`config.mk`:
```
export PLATFORM = sky130hd
export DESIGN_NAME = fetch_controller_flat
export DESIGN_NICKNAME = d
export VERILOG_FILES = /design/src/rtl/fetch_controller_if.sv /design/src/rtl/fetch_controller.sv /design/src/flat_wrapper.sv
export SDC_FILE = /design/constraint.sdc
export NUM_CORES = 1
export LEC_CHECK = 0
export BUFFER_PORTS_ARGS = -buffer_cell sky130_fd_sc_hd__buf_2
export CORE_MARGIN = 1
export CORE_UTILIZATION = 35
export DETAILED_ROUTE_END_ITERATION = 16
export SETUP_SLACK_MARGIN = 0.4
export SYNTH_ARGS = -nofsm -noshare
export SYNTH_HDL_FRONTEND = slang
export SYNTH_SLANG_ARGS = --single-unit
export TNS_END_PERCENT = 1
```
`constraint.sdc`:
```
create_clock -name clk -period 2.85 [get_ports clk]
set_clock_uncertainty 0.05 [all_clocks]
set_input_delay 0.57 -clock clk [delete_from_list [all_inputs] [get_ports clk]]
set_output_delay 0.57 -clock clk [all_outputs]
set_load 0.02 [all_outputs]
```
`src/rtl/fetch_controller_if.sv`:
```
// Bundle of the RAM port, instruction buffer and data-access signals of fetch_controller.
// master = the controller, slave = RAM, decoder and execution datapath.
interface fetch_controller_if #(
  parameter int ADDR_BITS = 8,
  parameter int DATA_BITS = 8
);
  logic [ADDR_BITS-1:0]   mem_addr;
  logic                   mem_rd_en;
  logic                   mem_wr_en;
  logic [DATA_BITS-1:0]   mem_wdata;
  logic [DATA_BITS-1:0]   mem_rdata;

  // ir_valid/ir_ready: ir_valid rises only when ir holds a complete instruction;
  // a transfer happens on each edge with ir_valid & ir_ready; ir, ir_addr hold while valid.
  logic [2*DATA_BITS-1:0] ir;
  logic [ADDR_BITS-1:0]   ir_addr;
  logic                   ir_valid;
  logic                   ir_ready;

  logic                   redirect_en;
  logic [ADDR_BITS-1:0]   redirect_addr;
  logic                   halt;

  logic                   data_req;
  logic                   data_we;
  logic [ADDR_BITS-1:0]   data_addr;
  logic [DATA_BITS-1:0]   data_wdata;
  logic                   data_gnt;
  logic [DATA_BITS-1:0]   data_rdata;
  logic                   data_rvalid;

  modport master (
    output mem_addr, mem_rd_en, mem_wr_en, mem_wdata,
    output ir, ir_addr, ir_valid,
    output data_gnt, data_rdata, data_rvalid,
    input  mem_rdata, ir_ready, redirect_en, redirect_addr, halt,
    input  data_req, data_we, data_addr, data_wdata
  );

  modport slave (
    input  mem_addr, mem_rd_en, mem_wr_en, mem_wdata,
    input  ir, ir_addr, ir_valid,
    input  data_gnt, data_rdata, data_rvalid,
    output mem_rdata, ir_ready, redirect_en, redirect_addr, halt,
    output data_req, data_we, data_addr, data_wdata
  );
endinterface

```
`src/rtl/fetch_controller.sv`:
```
// Instruction fetch sequencer and single-port RAM arbiter: 16-bit big-endian
// instructions fetched as two bytes, with data loads/stores taking priority.
module fetch_controller #(
  parameter int ADDR_BITS = 8,
  parameter int DATA_BITS = 8
) (
  input  logic               clk,
  input  logic               reset,
  fetch_controller_if.master bus,
  output logic [1:0]         o_dbg_state
);

  typedef enum logic [1:0] {
    IDLE      = 2'd0,
    FETCH_LO  = 2'd1,
    FETCH_CAP = 2'd2,
    DATA_RD   = 2'd3
  } state_t;

  state_t                 r_state;
  state_t                 w_next;
  logic [ADDR_BITS-1:0]   r_ip;
  logic [DATA_BITS-1:0]   r_hi;
  logic [2*DATA_BITS-1:0] r_ir;
  logic [ADDR_BITS-1:0]   r_ir_addr;
  logic                   r_ir_valid;
  logic [DATA_BITS-1:0]   r_rdata;
  logic                   r_rvalid;
  logic                   r_abort;

  logic [ADDR_BITS-1:0]   w_mem_addr;
  logic                   w_rd_en;
  logic                   w_wr_en;
  logic [DATA_BITS-1:0]   w_wdata;
  logic                   w_gnt;
  logic                   w_fetch_start;

  always_ff @(posedge clk or posedge reset) begin
    if (reset) r_state <= IDLE;
    else       r_state <= w_next;
  end

  always_comb begin
    w_next        = r_state;
    w_mem_addr    = r_ip;
    w_rd_en       = 1'b0;
    w_wr_en       = 1'b0;
    w_wdata       = '0;
    w_gnt         = 1'b0;
    w_fetch_start = 1'b0;
    case (r_state)
      IDLE: begin
        if (bus.data_req) begin
          w_mem_addr = bus.data_addr;
          w_wr_en    = bus.data_we;
          w_rd_en    = !bus.data_we;
          w_wdata    = bus.data_wdata;
          w_gnt      = 1'b1;
          w_next     = bus.data_we ? IDLE : DATA_RD;
        end else if (!bus.halt && !r_ir_valid) begin
          w_rd_en       = 1'b1;
          w_fetch_start = 1'b1;
          w_next        = FETCH_LO;
        end
      end
      FETCH_LO: begin
        // The low-byte read is still issued when this fetch is being thrown away.
        w_mem_addr = r_ip + ADDR_BITS'(1);
        w_rd_en    = 1'b1;
        w_next     = (bus.redirect_en || r_abort) ? IDLE : FETCH_CAP;
      end
      FETCH_CAP: w_next = IDLE;
      DATA_RD:   w_next = IDLE;
      default:   w_next = IDLE;
    endcase
    if (reset) begin
      w_rd_en = 1'b0;
      w_wr_en = 1'b0;
      w_gnt   = 1'b0;
    end
  end

  always_ff @(posedge clk or posedge reset) begin
    if (reset) begin
      r_ip       <= '0;
      r_hi       <= '0;
      r_ir       <= '0;
      r_ir_addr  <= '0;
      r_ir_valid <= 1'b0;
      r_rdata    <= '0;
      r_rvalid   <= 1'b0;
      r_abort    <= 1'b0;
    end else begin
      // A fetch launched in the same cycle as a branch is on the wrong path.
      r_abort  <= w_fetch_start && bus.redirect_en;
      r_rvalid <= (r_state == DATA_RD);
      if (r_state == DATA_RD)  r_rdata <= bus.mem_rdata;
      if (r_state == FETCH_LO) r_hi    <= bus.mem_rdata;
      if (bus.redirect_en) begin
        r_ip       <= bus.redirect_addr;
        r_ir_valid <= 1'b0;
      end else if (r_state == FETCH_CAP) begin
        r_ir       <= {r_hi, bus.mem_rdata};
        r_ir_addr  <= r_ip;
        r_ip       <= r_ip + ADDR_BITS'(2);
        r_ir_valid <= 1'b1;
      end else if (r_ir_valid && bus.ir_ready) begin
        r_ir_valid <= 1'b0;
      end
    end
  end

  assign bus.mem_addr    = w_mem_addr;
  assign bus.mem_rd_en   = w_rd_en;
  assign bus.mem_wr_en   = w_wr_en;
  assign bus.mem_wdata   = w_wdata;
  assign bus.data_gnt    = w_gnt;
  assign bus.ir          = r_ir;
  assign bus.ir_addr     = r_ir_addr;
  assign bus.ir_valid    = r_ir_valid;
  assign bus.data_rdata  = r_rdata;
  assign bus.data_rvalid = r_rvalid;
  assign o_dbg_state     = r_state;

endmodule

```
`src/flat_wrapper.sv`:
```
// flat-port wrapper written by rule: the top's interface ports become plain ports
module fetch_controller_flat 
#(
  parameter int ADDR_BITS = 8,
  parameter int DATA_BITS = 8
)
  (clk, reset, o_dbg_state, bus_mem_addr, bus_mem_rd_en, bus_mem_wr_en, bus_mem_wdata, bus_ir, bus_ir_addr, bus_ir_valid, bus_data_gnt, bus_data_rdata, bus_data_rvalid, bus_mem_rdata, bus_ir_ready, bus_redirect_en, bus_redirect_addr, bus_halt, bus_data_req, bus_data_we, bus_data_addr, bus_data_wdata);
  fetch_controller_if #(.ADDR_BITS(ADDR_BITS), .DATA_BITS(DATA_BITS)) bus_i ();
  input  logic clk;
  input  logic reset;
  output logic [1:0] o_dbg_state;
  output wire logic [$bits(bus_i.mem_addr)-1:0] bus_mem_addr;
  output wire logic [$bits(bus_i.mem_rd_en)-1:0] bus_mem_rd_en;
  output wire logic [$bits(bus_i.mem_wr_en)-1:0] bus_mem_wr_en;
  output wire logic [$bits(bus_i.mem_wdata)-1:0] bus_mem_wdata;
  output wire logic [$bits(bus_i.ir)-1:0] bus_ir;
  output wire logic [$bits(bus_i.ir_addr)-1:0] bus_ir_addr;
  output wire logic [$bits(bus_i.ir_valid)-1:0] bus_ir_valid;
  output wire logic [$bits(bus_i.data_gnt)-1:0] bus_data_gnt;
  output wire logic [$bits(bus_i.data_rdata)-1:0] bus_data_rdata;
  output wire logic [$bits(bus_i.data_rvalid)-1:0] bus_data_rvalid;
  input wire logic [$bits(bus_i.mem_rdata)-1:0] bus_mem_rdata;
  input wire logic [$bits(bus_i.ir_ready)-1:0] bus_ir_ready;
  input wire logic [$bits(bus_i.redirect_en)-1:0] bus_redirect_en;
  input wire logic [$bits(bus_i.redirect_addr)-1:0] bus_redirect_addr;
  input wire logic [$bits(bus_i.halt)-1:0] bus_halt;
  input wire logic [$bits(bus_i.data_req)-1:0] bus_data_req;
  input wire logic [$bits(bus_i.data_we)-1:0] bus_data_we;
  input wire logic [$bits(bus_i.data_addr)-1:0] bus_data_addr;
  input wire logic [$bits(bus_i.data_wdata)-1:0] bus_data_wdata;
  assign bus_mem_addr = bus_i.mem_addr;
  assign bus_mem_rd_en = bus_i.mem_rd_en;
  assign bus_mem_wr_en = bus_i.mem_wr_en;
  assign bus_mem_wdata = bus_i.mem_wdata;
  assign bus_ir = bus_i.ir;
  assign bus_ir_addr = bus_i.ir_addr;
  assign bus_ir_valid = bus_i.ir_valid;
  assign bus_data_gnt = bus_i.data_gnt;
  assign bus_data_rdata = bus_i.data_rdata;
  assign bus_data_rvalid = bus_i.data_rvalid;
  assign bus_i.mem_rdata = bus_mem_rdata;
  assign bus_i.ir_ready = bus_ir_ready;
  assign bus_i.redirect_en = bus_redirect_en;
  assign bus_i.redirect_addr = bus_redirect_addr;
  assign bus_i.halt = bus_halt;
  assign bus_i.data_req = bus_data_req;
  assign bus_i.data_we = bus_data_we;
  assign bus_i.data_addr = bus_data_addr;
  assign bus_i.data_wdata = bus_data_wdata;
  fetch_controller #(.ADDR_BITS(ADDR_BITS), .DATA_BITS(DATA_BITS)) u_core (.clk(clk), .reset(reset), .bus(bus_i), .o_dbg_state(o_dbg_state));
endmodule
```
======== After elaboration in Yosys (flattened, before gate mapping) ========
Index checks and enable logic that the tools add are counted.
storage, ports and cells
  register bits after elaboration ......... 53
  input port bits ......................... 39
  output and inout port bits .............. 55
  logic and storage cells ................. 54
operators by class
  $add $sub $neg .......................... 2
  equality and inequality tests ........... 4
  mux-type cells .......................... 26
  bitwise logic cells ..................... 1
  reductions and logical operators ........ 12
operator list
  cell                 number
  $mux 8               5
  $pmux 8 s2           1
  $mux 1               14
  $add 8x1->8 const B  1
  $add 8x2->8 const B  1
  $mux 2               4
  $pmux 2 s3           1
  $eq 2x2->1 const B   2
  $logic_and 1x1->1    3
  $logic_not 1->1      3
  $ne 3x2->1 const B   1
  $reduce_bool 3->1    1
  $eq 2x1->1 const B   1
  $logic_not 2->1      1
  $pmux 1 s2           1
  $reduce_and 2->1     1
  $reduce_bool 2->1    1
  $reduce_or 2->1      1
  $logic_or 1x1->1     1
  $not 1->1            1

======== Longest topological paths before layout ========
Gate-level depths: netlist (run 1).
  depth after elaboration ................. 6
  mapped depth ............................ 5

======== Worst setup path after synthesis (run 1) ========
OpenSTA, ideal clock, no wires.
  path kind ............................... input port to output port
  start ................................... in reset
  end ..................................... out bus_mem_wr_en
  arrival ................................. 2.119 ns
  required time ........................... 2.230 ns
  path slack .............................. 0.111 ns
  stages .................................. 2
  path buffers ............................ 0
  path through ............................ inv_1 > and3_1
between the ends
  word-level cells in the longest chain between the ends .. 1
ends and longest elaborated chain
  item         line                    text
  from (decl)  flat_wrapper.sv:10      input logic reset;
  $mux 1       fetch_controller.sv:76  if (reset) begin
  to (decl)    flat_wrapper.sv:14      output wire logic [$bits(bus_i.mem_wr_en)-1:0] bus_mem_wr_en;
No other way between the ends.

======== Final worst setup path (run 1) ========
  start ................................... reg u_core.r_state[0], in the netlist u_core.o_dbg_state[0]
  end ..................................... out bus_mem_addr[7]
between the ends
  word-level cells in the longest chain between the ends .. 2
  elaborated cells between the ends (all ways) .. 3
ends and longest elaborated chain
  item                                                  line                    text
  from (decl)                                           fetch_controller.sv:20  state_t r_state;
  from (signal assigned)                                fetch_controller.sv:40  else r_state <= w_next;
  $eq 2x1->1 / $logic_not 2->1 (equally long branches)  fetch_controller.sv:51  case (r_state)
  $pmux 8 s2 *                                          fetch_controller.sv:51
  to (decl)                                             flat_wrapper.sv:12      output wire logic [$bits(bus_i.mem_addr)-1:0] bus_mem_addr;
Every way passes the cells marked *; elsewhere a longest branch is shown, timed or not.

==> results of run 1 <==
cell type report:
| type | count | area share, % |
|---|---|---|
| sequential | 53 | 41.76 |
| inverter | 7 | 0.9412 |
| clock buffer | 5 | 2.157 |
| tap | 80 | 3.137 |
| multi-input combinational | 132 | 32.43 |
| timing repair buffer | 109 | 18.75 |
| clock inverter | 3 | 0.8235 |
kinds of logic after synthesis:
logic type / count (synthesis) / synth area share, %
multiplexers: 41 / 18.81
adder cells (fa/ha/maj): 2 / 1.022
XOR/XNOR: 2 / 0.7159
AO/OA/AOI/OAI: 29 / 8.130
buffers and inverters: 19 / 3.732
flip-flops: 53 / 54.19
AND/OR/NAND/NOR: 58 / 13.39
power by group:
part | total (mW) | switching [mW] | internal [mW]
combinational | 1.16 | 0.658 | 0.503
sequential | 1.20 | 0.154 | 1.05
clock | 0.442 | 0.263 | 0.179
state kept, by name, summed over array words and instances, names as in the netlist:
name	flops
u_core.bus.data_rdata	8
u_core.bus.data_rvalid	1
u_core.bus.ir	16
u_core.bus.ir_addr	8
u_core.bus.ir_valid	1
u_core.o_dbg_state	2
u_core.r_abort	1
u_core.r_hi	8
u_core.r_ip	8
cells in the mapped netlist (all sizes together) (2+ instances only):
library cell and number:
dfrtp 53, mux2 40, nand2 16, and2 8, nand3 8, buf 7
inv 7, o211ai 7, o21ai 7, or4 6, clkbuf 5, nor2 5
a21oi 4, nand2b 4, o311ai 3, ha 2, nand3b 2, nand4b 2
what timing repair did:
action	in CTS	in global routing
resized for setup	5	3
setup endpoints to repair	6	5
buffers inserted	8	5
path summary, 6_finish.rpt:
kind                                                      to  depth (start not counted)
max                                          bus_mem_addr[7]                          4
min                        u_core.o_dbg_state[1]$_DFFE_PP0P_                          1
max reg2reg                     u_core.bus.ir[6]$_DFFE_PP0P_                          5
min reg2reg                u_core.o_dbg_state[1]$_DFFE_PP0P_                          1
max in group asynchronous         u_core.r_ip[4]$_DFFE_PP0N_                          3
min in group asynchronous           u_core.r_abort$_DFF_PP0_                          3
per-layer routing:
metal	share of wire (%)	GRT usage, %	wire (um)
met5	0	0	0
met4	0.41	3.636	23
met3	8.1	4.812	456
met2	50	29.02	2829
met1	41	19.06	2346
==> key figures, run 1 <==
Final layout
  • Antenna diodes: 0
  • Design area: 0.003191 mm2
  • Fillers: 661
  • Commonest cells after routing, fill and taps aside: buf_2 (93), dfrtp_1 (48), mux2_2 (39)
  • Reg area: 0.001333 mm2
  • Most common library cell in the layout ignoring fill and taps: buf_2
  • Layout area overhead: 30.37%
  • Count of nets after finishing: 349
  • Area occupied by multi-input gates: 0.001035 mm2
  • Post-route insts no fill: 389
  • Layout cell share with drive strength beyond 1: 53.40%
  • Final Util: 47.22%

Drt
  • Final wirelength: 5655 um
  • Routed vias: 1968
  • Initial DRC Count: 62
  • Drt drc: 0
  • Routed len/inst: 14.54 um
  • DRT Pass-1 Iters: 4
  • Remaining antenna violation count: 0
  • Vias per inst: 5.059

STA
  • Final slew viol count: 0
  • Hold_ws: 0.3975 ns
  • Period Utilization, post-route: 84.64%
  • Slew headroom: 56.14%
  • Worst Tran Pin Value: 0.6578 ns
  • Max Clk Rate: 414.6 MHz
  • Fin Setup TNS: 0 ns
  • Final Hold Viols: 0
  • Post-route setup slack: 0.4378 ns
  • Final setup vio count: 0
  • RSZ-0062 raised after global routing: true
  • Final min period: 2.412 ns

Floorplan
  • Cell row count: 30
  • I/O pin total: 94
  • Die X-Extent: 85.62 um
  • Initial Util: 36.22%
  • Core area: 0.006756 mm2
  • Height of the die: 85.62 um
  • Die Area: 0.007331 mm2

Clock network
  • Hold_buf cts: 0
  • Clock root cell: clkbuf_8
  • Clk buf depth: 2
  • Clock-pin slew on the worst setup and hold paths: 0.10 ns
  • Depth of the CTS H-tree: 2
  • CTS tree: built
  • CTS Buf Count: 5
  • Worst-Skew Late Latency: 0.30 ns
  • Clock sinks: 53

Critical path
  • RR Startpoint: u_core.o_dbg_state[0]$_DFFE_PP0P_
  • Slowest CP cell: or3b_4
  • Crit start category: register
  • Critical path buffers and inverters: 1
  • CP Cell Sequence: or3b_4, o311a_1, a211o_1, buf_2
  • Kind of critical path: register to output port
  • Worst Path Arrival: 1.79 ns
  • CP peak stage delay: 0.46 ns
  • Critical Path RT: 2.23 ns
  • Flop2flop setup slack: 0.82 ns
  • CP Max Fanout: 8
  • Worst setup EP type: output port
  • Top delay family on crit path: simple AND/OR/NAND/NOR gates
  • Critical path startpoint: u_core.o_dbg_state[0]$_DFFE_PP0P_

Power
  • Pwr dens: 878.8 mW/mm2
  • Max rail drop VDD: 513.5 uV
  • Total power: 2.804 mW
  • LEAKAGE: 1.526 nW

Logic synthesis
  • Cell accounting for the most synthesized area: dfrtp_1
  • Synth Cell Area: 0.002447 mm2
  • Asr flop ratio synth: 100.0%
  • #FFs+latches synth: 53
  • Syn Inst Count: 204
  • Mean Syn Cell Area: 12.00 um2
  • Distinct cells, synth: 40
  • Post-synth EDFFs: 0
  • Sequential share of the synthesized area: 54.19%
  • Syn nets: 245
  • Top FF cell, synth: dfrtp_1
  • Area contributors post-synth: dfrtp_1 (54%), mux2_2 (18%), nand2_1 (2.5%)
  • Top-area cell type share of the netlist area: 54.19%
  • Yosys Warn Count: 0

Placement
  • Routability cong.: 0.7338
  • Post-DP HPWL: 3985 um
  • Post-place setup slack: 0.4195 ns
  • Cell area after placement: 0.002987 mm2
  • Number of buffers added on ports: 93
  • Placed cell count: 368

Min path
  • Worst hold start: u_core.r_abort$_DFF_PP0_
  • Worst hold path type: register to register

Global route
  • Vias in the first global route: 2025
  • Initial antenna violation count: 0
  • Largest net degree at the start of global routing: 54
  • Gr usage total: 16.16%
  • Aggregate global routing overflow: 0
  • First-pass GRT wire length: 9384 um

Status
  • Outcome: finished clean

Job
  • Max Cap Viol: 0
No activity file was read; power rests on OpenSTA's default activity.
==> run 2, diff against run 1 <==
==> constraint.sdc (replaced) <==
create_clock -name clk -period 2.48 [get_ports clk]
set_clock_uncertainty 0.05 [all_clocks]
set_input_delay 0.496 -clock clk [delete_from_list [all_inputs] [get_ports clk]]
set_output_delay 0.496 -clock clk [all_outputs]
set_load 0.02 [all_outputs]
==> key figures, run 2 (synthesis gave the netlist of run 1 again) <==
Critical path
  • CP peak stage delay: 0.41 ns
  • Crit path capture: bus_mem_addr[7]
  • Critical path startpoint: u_core.r_ip[2]$_DFFE_PP0N_
  • FF-to-FF End: u_core.bus.ir_addr[0]$_DFFE_PP0P_
  • Slowest CP cell: dfrtp_1
  • Critical path buffers and inverters: 1
  • Crit start category: register
  • Worst setup EP type: output port
  • Kind of critical path: register to output port
  • Flop2flop setup slack: 0.52 ns
  • Reg2reg path depth: 5
  • RR Startpoint: u_core.o_dbg_state[0]$_DFFE_PP0P_
  • CP Cell Sequence: ha_4, nand4b_1, o311a_1, a211o_1, buf_6
  • Top delay family on crit path: compound AO/OA/AOI/OAI gates
  • Worst Path Arrival: 1.72 ns
  • Critical Path RT: 1.93 ns
  • WP depth: 5
  • CP Max Fanout: 2

Drt
  • Remaining antenna violation count: 0
  • Routed len/inst: 14.26 um
  • Final wirelength: 5560 um
  • Vias per inst: 5.005
  • Drt drc: 0
  • Initial DRC Count: 44
  • Routed vias: 1952
  • DRT Pass-1 Iters: 4

Power
  • Max rail drop VDD: 560.0 uV
  • LEAKAGE: 1.554 nW
  • Pwr dens: 1025 mW/mm2
  • Total power: 3.324 mW

Final layout
  • Most common library cell in the layout ignoring fill and taps: buf_2
  • Max FFs per register: 16
  • Commonest cells after routing, fill and taps aside: buf_2 (92), dfrtp_1 (49), mux2_2 (39)
  • Layout area overhead: 32.46%
  • Layout cell share with drive strength beyond 1: 53.55%
  • Post-route insts no fill: 390
  • Count of nets after finishing: 350
  • Antenna diodes: 0

STA
  • Hold_ws: 0.3521 ns
  • Post-route setup slack: 0.2182 ns
  • Final Hold Viols: 0
  • Slew headroom: 54.72%
  • Final slew viol count: 0
  • Max Clk Rate: 442.1 MHz
  • Worst Tran Pin Value: 0.6793 ns
  • RSZ-0062 raised after global routing: true
  • Final setup vio count: 0
  • Final min period: 2.262 ns
  • Period Utilization, post-route: 91.20%
  • Fin Setup TNS: 0 ns

Global route
  • Aggregate global routing overflow: 0
  • Largest net degree at the start of global routing: 54
  • First-pass GRT wire length: 9252 um
  • Gr usage total: 15.89%
  • Vias in the first global route: 1947
  • Initial antenna violation count: 0

Floorplan
  • Initial Util: 36.22%
  • Cell row count: 30
  • Height of the die: 85.62 um
  • I/O pin total: 94
  • Die X-Extent: 85.62 um
  • Die Area: 0.007331 mm2
  • Core area: 0.006756 mm2

Clock network
  • CTS Buf Count: 5
  • Depth of the CTS H-tree: 2
  • Clock sinks: 53
  • Hold_buf cts: 0
  • Clk buf depth: 2
  • CTS tree: built
  • Clock root cell: clkbuf_8
  • Worst-Skew Late Latency: 0.29 ns
  • Clock-pin slew on the worst setup and hold paths: 0.10 ns

Job
  • Max Cap Viol: 0

Placement
  • Post-place setup slack: 0.2730 ns
  • Post-DP HPWL: 3945 um
  • Number of buffers added on ports: 93
  • Routability cong.: 0.7783
  • Placed cell count: 374

Status
  • Outcome: finished clean

Min path
  • Worst hold path type: input pin to register
## run 2: final cells by class
cell class	instances	area (um2)
Timing Repair Buffer	110	603.1
Sequential cell	53	1331
Multi-Input combinational cell	132	1061
Inverter	7	30.03
Clock buffer	7	86.33
Clock inverter	1	30.03
Tap cell	80	100.1
Fill cell	656	3515
## run 2: metal layers
layer | global-route usage, % | vias up | part of all wire, %
met1 | 18.53 | 939 | 44
met3 | 5.294 | 2 | 7.7
met4 | 3.636 | 0 | 0.40
met2 | 28.36 | 69 | 48
met5 | 0 | - | 0
li1 | - | 942 | -
## run 2: through the flow
stage / instance area [um2] / utilization (%)
after floorplan: 2456 / -
after global placement: 3024 / 44.76
after detailed placement: 3024 / 44.76
after CTS: 3248 / 48.07
after global routing: 3242 / 47.98
final: 3242 / 47.98
## run 2: worst min-delay path by stage
stage                                                   end  cells after the start                     start  slack [ns]
after global routing             u_core.r_ip[0]$_DFFE_PP0P_                      3      bus_redirect_addr[0]        0.34
after detailed placement  u_core.o_dbg_state[1]$_DFFE_PP0P_                      1  u_core.r_abort$_DFF_PP0_        0.40
after CTS                        u_core.r_ip[5]$_DFFE_PP0N_                      3      bus_redirect_addr[5]        0.34
after floorplan           u_core.o_dbg_state[1]$_DFFE_PP0P_                      1  u_core.r_abort$_DFF_PP0_        0.37
final                            u_core.r_ip[5]$_DFFE_PP0N_                      3      bus_redirect_addr[5]        0.35
after global placement    u_core.o_dbg_state[1]$_DFFE_PP0P_                      1  u_core.r_abort$_DFF_PP0_        0.39
## run 2: power breakdown
group | switching [mW] | leakage (nW) | total [mW] | internal (mW)
Clock | 0.270 | 0.0585 | 0.599 | 0.329
Sequential | 0.175 | 0.631 | 1.38 | 1.20
Combinational | 0.757 | 0.864 | 1.35 | 0.590
Total | 1.20 | 1.55 | 3.32 | 2.12
## run 2: tightest hold or removal path, delay by kind of cell
kind	cells	cell delay, ns
buffers and inverters	1	0.08
AND/OR/NAND/NOR	2	0.10
## run 2: timing repair
item,CTS,global route
setup endpoints to repair,18,18
gates resized for setup,13,3
setup buffers,7,0
gates cloned,1,0
pin swaps,4,1
==> run 3, diff against run 2 <==
==> constraint.sdc (replaced) <==
create_clock -name clk -period 2.07 [get_ports clk]
set_clock_uncertainty 0.05 [all_clocks]
set_input_delay 0.414 -clock clk [delete_from_list [all_inputs] [get_ports clk]]
set_output_delay 0.414 -clock clk [all_outputs]
set_load 0.02 [all_outputs]
==> key figures, run 3 (synthesis gave the netlist of run 1 again) <==
Drt
  • Routed len/inst: 14.12 um
  • Initial DRC Count: 40
  • Remaining antenna violation count: 0
  • Drt drc: 0
  • Vias per inst: 4.972
  • Routed vias: 1964
  • DRT Pass-1 Iters: 4
  • Final wirelength: 5576 um

Min path
  • Worst hold path type: input pin to register
  • WHS Path Cells: 2

Floorplan
  • Initial Util: 36.22%
  • Core area: 0.006756 mm2
  • Height of the die: 85.62 um
  • I/O pin total: 94
  • Die Area: 0.007331 mm2
  • Cell row count: 30
  • Die X-Extent: 85.62 um

Global route
  • Vias in the first global route: 1917
  • First-pass GRT wire length: 9011 um
  • Gr usage total: 15.74%
  • Largest net degree at the start of global routing: 54
  • Aggregate global routing overflow: 0
  • Initial antenna violation count: 0

Power
  • Max rail drop VDD: 658.4 uV
  • Pwr dens: 1182 mW/mm2
  • Seq pwr share: 42.4%
  • Cell Int Power: 2.422 mW
  • Clk network pwr share: 15.1%
  • Comb power frac: 42.6%
  • LEAKAGE: 1.577 nW
  • Switching part of the total power: 37.81%
  • Switching power: 1.472 mW
  • Total power: 3.894 mW

Status
  • Outcome: finished with violations
  • Failing checks: setup timing

Critical path
  • Reg2reg path depth: 6
  • Kind of critical path: register to output port
  • Worst setup EP type: output port
  • Crit start category: register
  • Slowest CP cell: dfrtp_1
  • Worst Path Arrival: 1.73 ns
  • Critical Path RT: 1.61 ns
  • CP Max Fanout: 4
  • CP Cell Sequence: ha_2, nand4b_1, o311a_1, a211o_1, buf_6
  • CP peak stage delay: 0.40 ns

Placement
  • Post-place setup slack: 0.05746 ns
  • Placed cell count: 382
  • Routability cong.: 0.7616
  • Post-DP HPWL: 4133 um
  • Number of buffers added on ports: 93

Clock network
  • CTS Buf Count: 5
  • Hold_buf cts: 0
  • Clock-pin slew on the worst setup and hold paths: 0.09 ns
  • Clock root cell: clkbuf_8
  • Clk buf depth: 2
  • Worst-Skew Late Latency: 0.30 ns
  • Clock sinks: 53
  • CTS tree: built
  • Depth of the CTS H-tree: 2

STA
  • Final setup vio count: 6
  • RSZ-0062 raised after global routing: true
  • Final min period: 2.197 ns
  • Max Clk Rate: 455.2 MHz
  • Final slew viol count: 0
  • Hold_ws: 0.2566 ns
  • Worst Tran Pin Value: 0.6611 ns
  • Period Utilization, post-route: 106.1%
  • Final Hold Viols: 0
  • Post-route setup slack: -0.1269 ns
  • Slew headroom: 55.93%

Final layout
  • Most common library cell in the layout ignoring fill and taps: buf_2
  • Count of nets after finishing: 355
  • Antenna diodes: 0
  • Max FFs per register: 16
  • Post-route insts no fill: 395
  • Layout cell share with drive strength beyond 1: 55.24%
  • Commonest cells after routing, fill and taps aside: buf_2 (85), dfrtp_1 (51), mux2_2 (39)
  • Final Util: 48.74%
  • Layout area overhead: 34.56%

Job
  • Max Cap Viol: 0
[run 3: area by class of cell]
cell class,instances,area (um2)
Multi-Input combinational cell,132,1062
Sequential cell,53,1329
Inverter,7,30.03
Clock inverter,3,21.27
Clock buffer,5,68.82
Timing Repair Buffer,115,681.9
Tap cell,80,100.1
Fill cell,643,3463
[run 3: what timing repair did]
item,CTS,global route
gates resized for setup,15,11
pin swaps,7,10
setup endpoints to repair,37,44
buffers inserted,4,1
cloned,0,0
[run 3: final timing paths]
check | from | endpoint | slack (ns)
worst max-delay path | u_core.r_ip[1]$_DFFE_PP0N_ | bus_mem_addr[7] | -0.13
worst min-delay path | bus_data_we | u_core.o_dbg_state[1]$_DFFE_PP0P_ | 0.26
worst max register to register | u_core.r_ip[1]$_DFFE_PP0N_ | u_core.r_ip[5]$_DFFE_PP0N_ | 0.36
worst min register to register | u_core.r_abort$_DFF_PP0_ | u_core.o_dbg_state[1]$_DFFE_PP0P_ | 0.39
max in group asynchronous | reset | u_core.r_ip[4]$_DFFE_PP0N_ | 1.20
min in group asynchronous | reset | u_core.r_abort$_DFF_PP0_ | 0.28
[run 3: critical path, delay by kind of cell (launching register included)]
kind,cells,cell delay [ns]
compound gates,2,0.57
buf+inv,1,0.13
simple gates,1,0.13
flops,1,0.40
fa+ha+maj,1,0.20
[run 3: power groups by stage]
stage	registers, mW	clock network, mW	logic (mW)
6_report	1.65	0.587	1.66
5_1_grt	1.71	0.656	1.78
4_1_cts	1.65	0.613	1.66
3_5_place_dp	1.67	0	1.62
3_3_place_gp	1.66	0	1.60
2_1_floorplan	2.06	0	0.639
[run 3: stage by stage]
stage                     setup TNS (ns)  cell area [um2]
final                            -0.4279             3293
after global routing              -1.363             3293
after CTS                        -0.6651             3254
after detailed placement               0             3089
after global placement                 0             3089
after floorplan                        0             2461
[run 3: per-layer routing]
| layer | wire length [um] | global-route usage, % | up-vias |
|---|---|---|---|
| met5 | 0 | 0 | - |
| met4 | 46 | 5.000 | 0 |
| met3 | 442 | 4.524 | 4 |
| met2 | 2625 | 27.13 | 68 |
| met1 | 2460 | 19.05 | 935 |
| li1 | - | - | 957 |
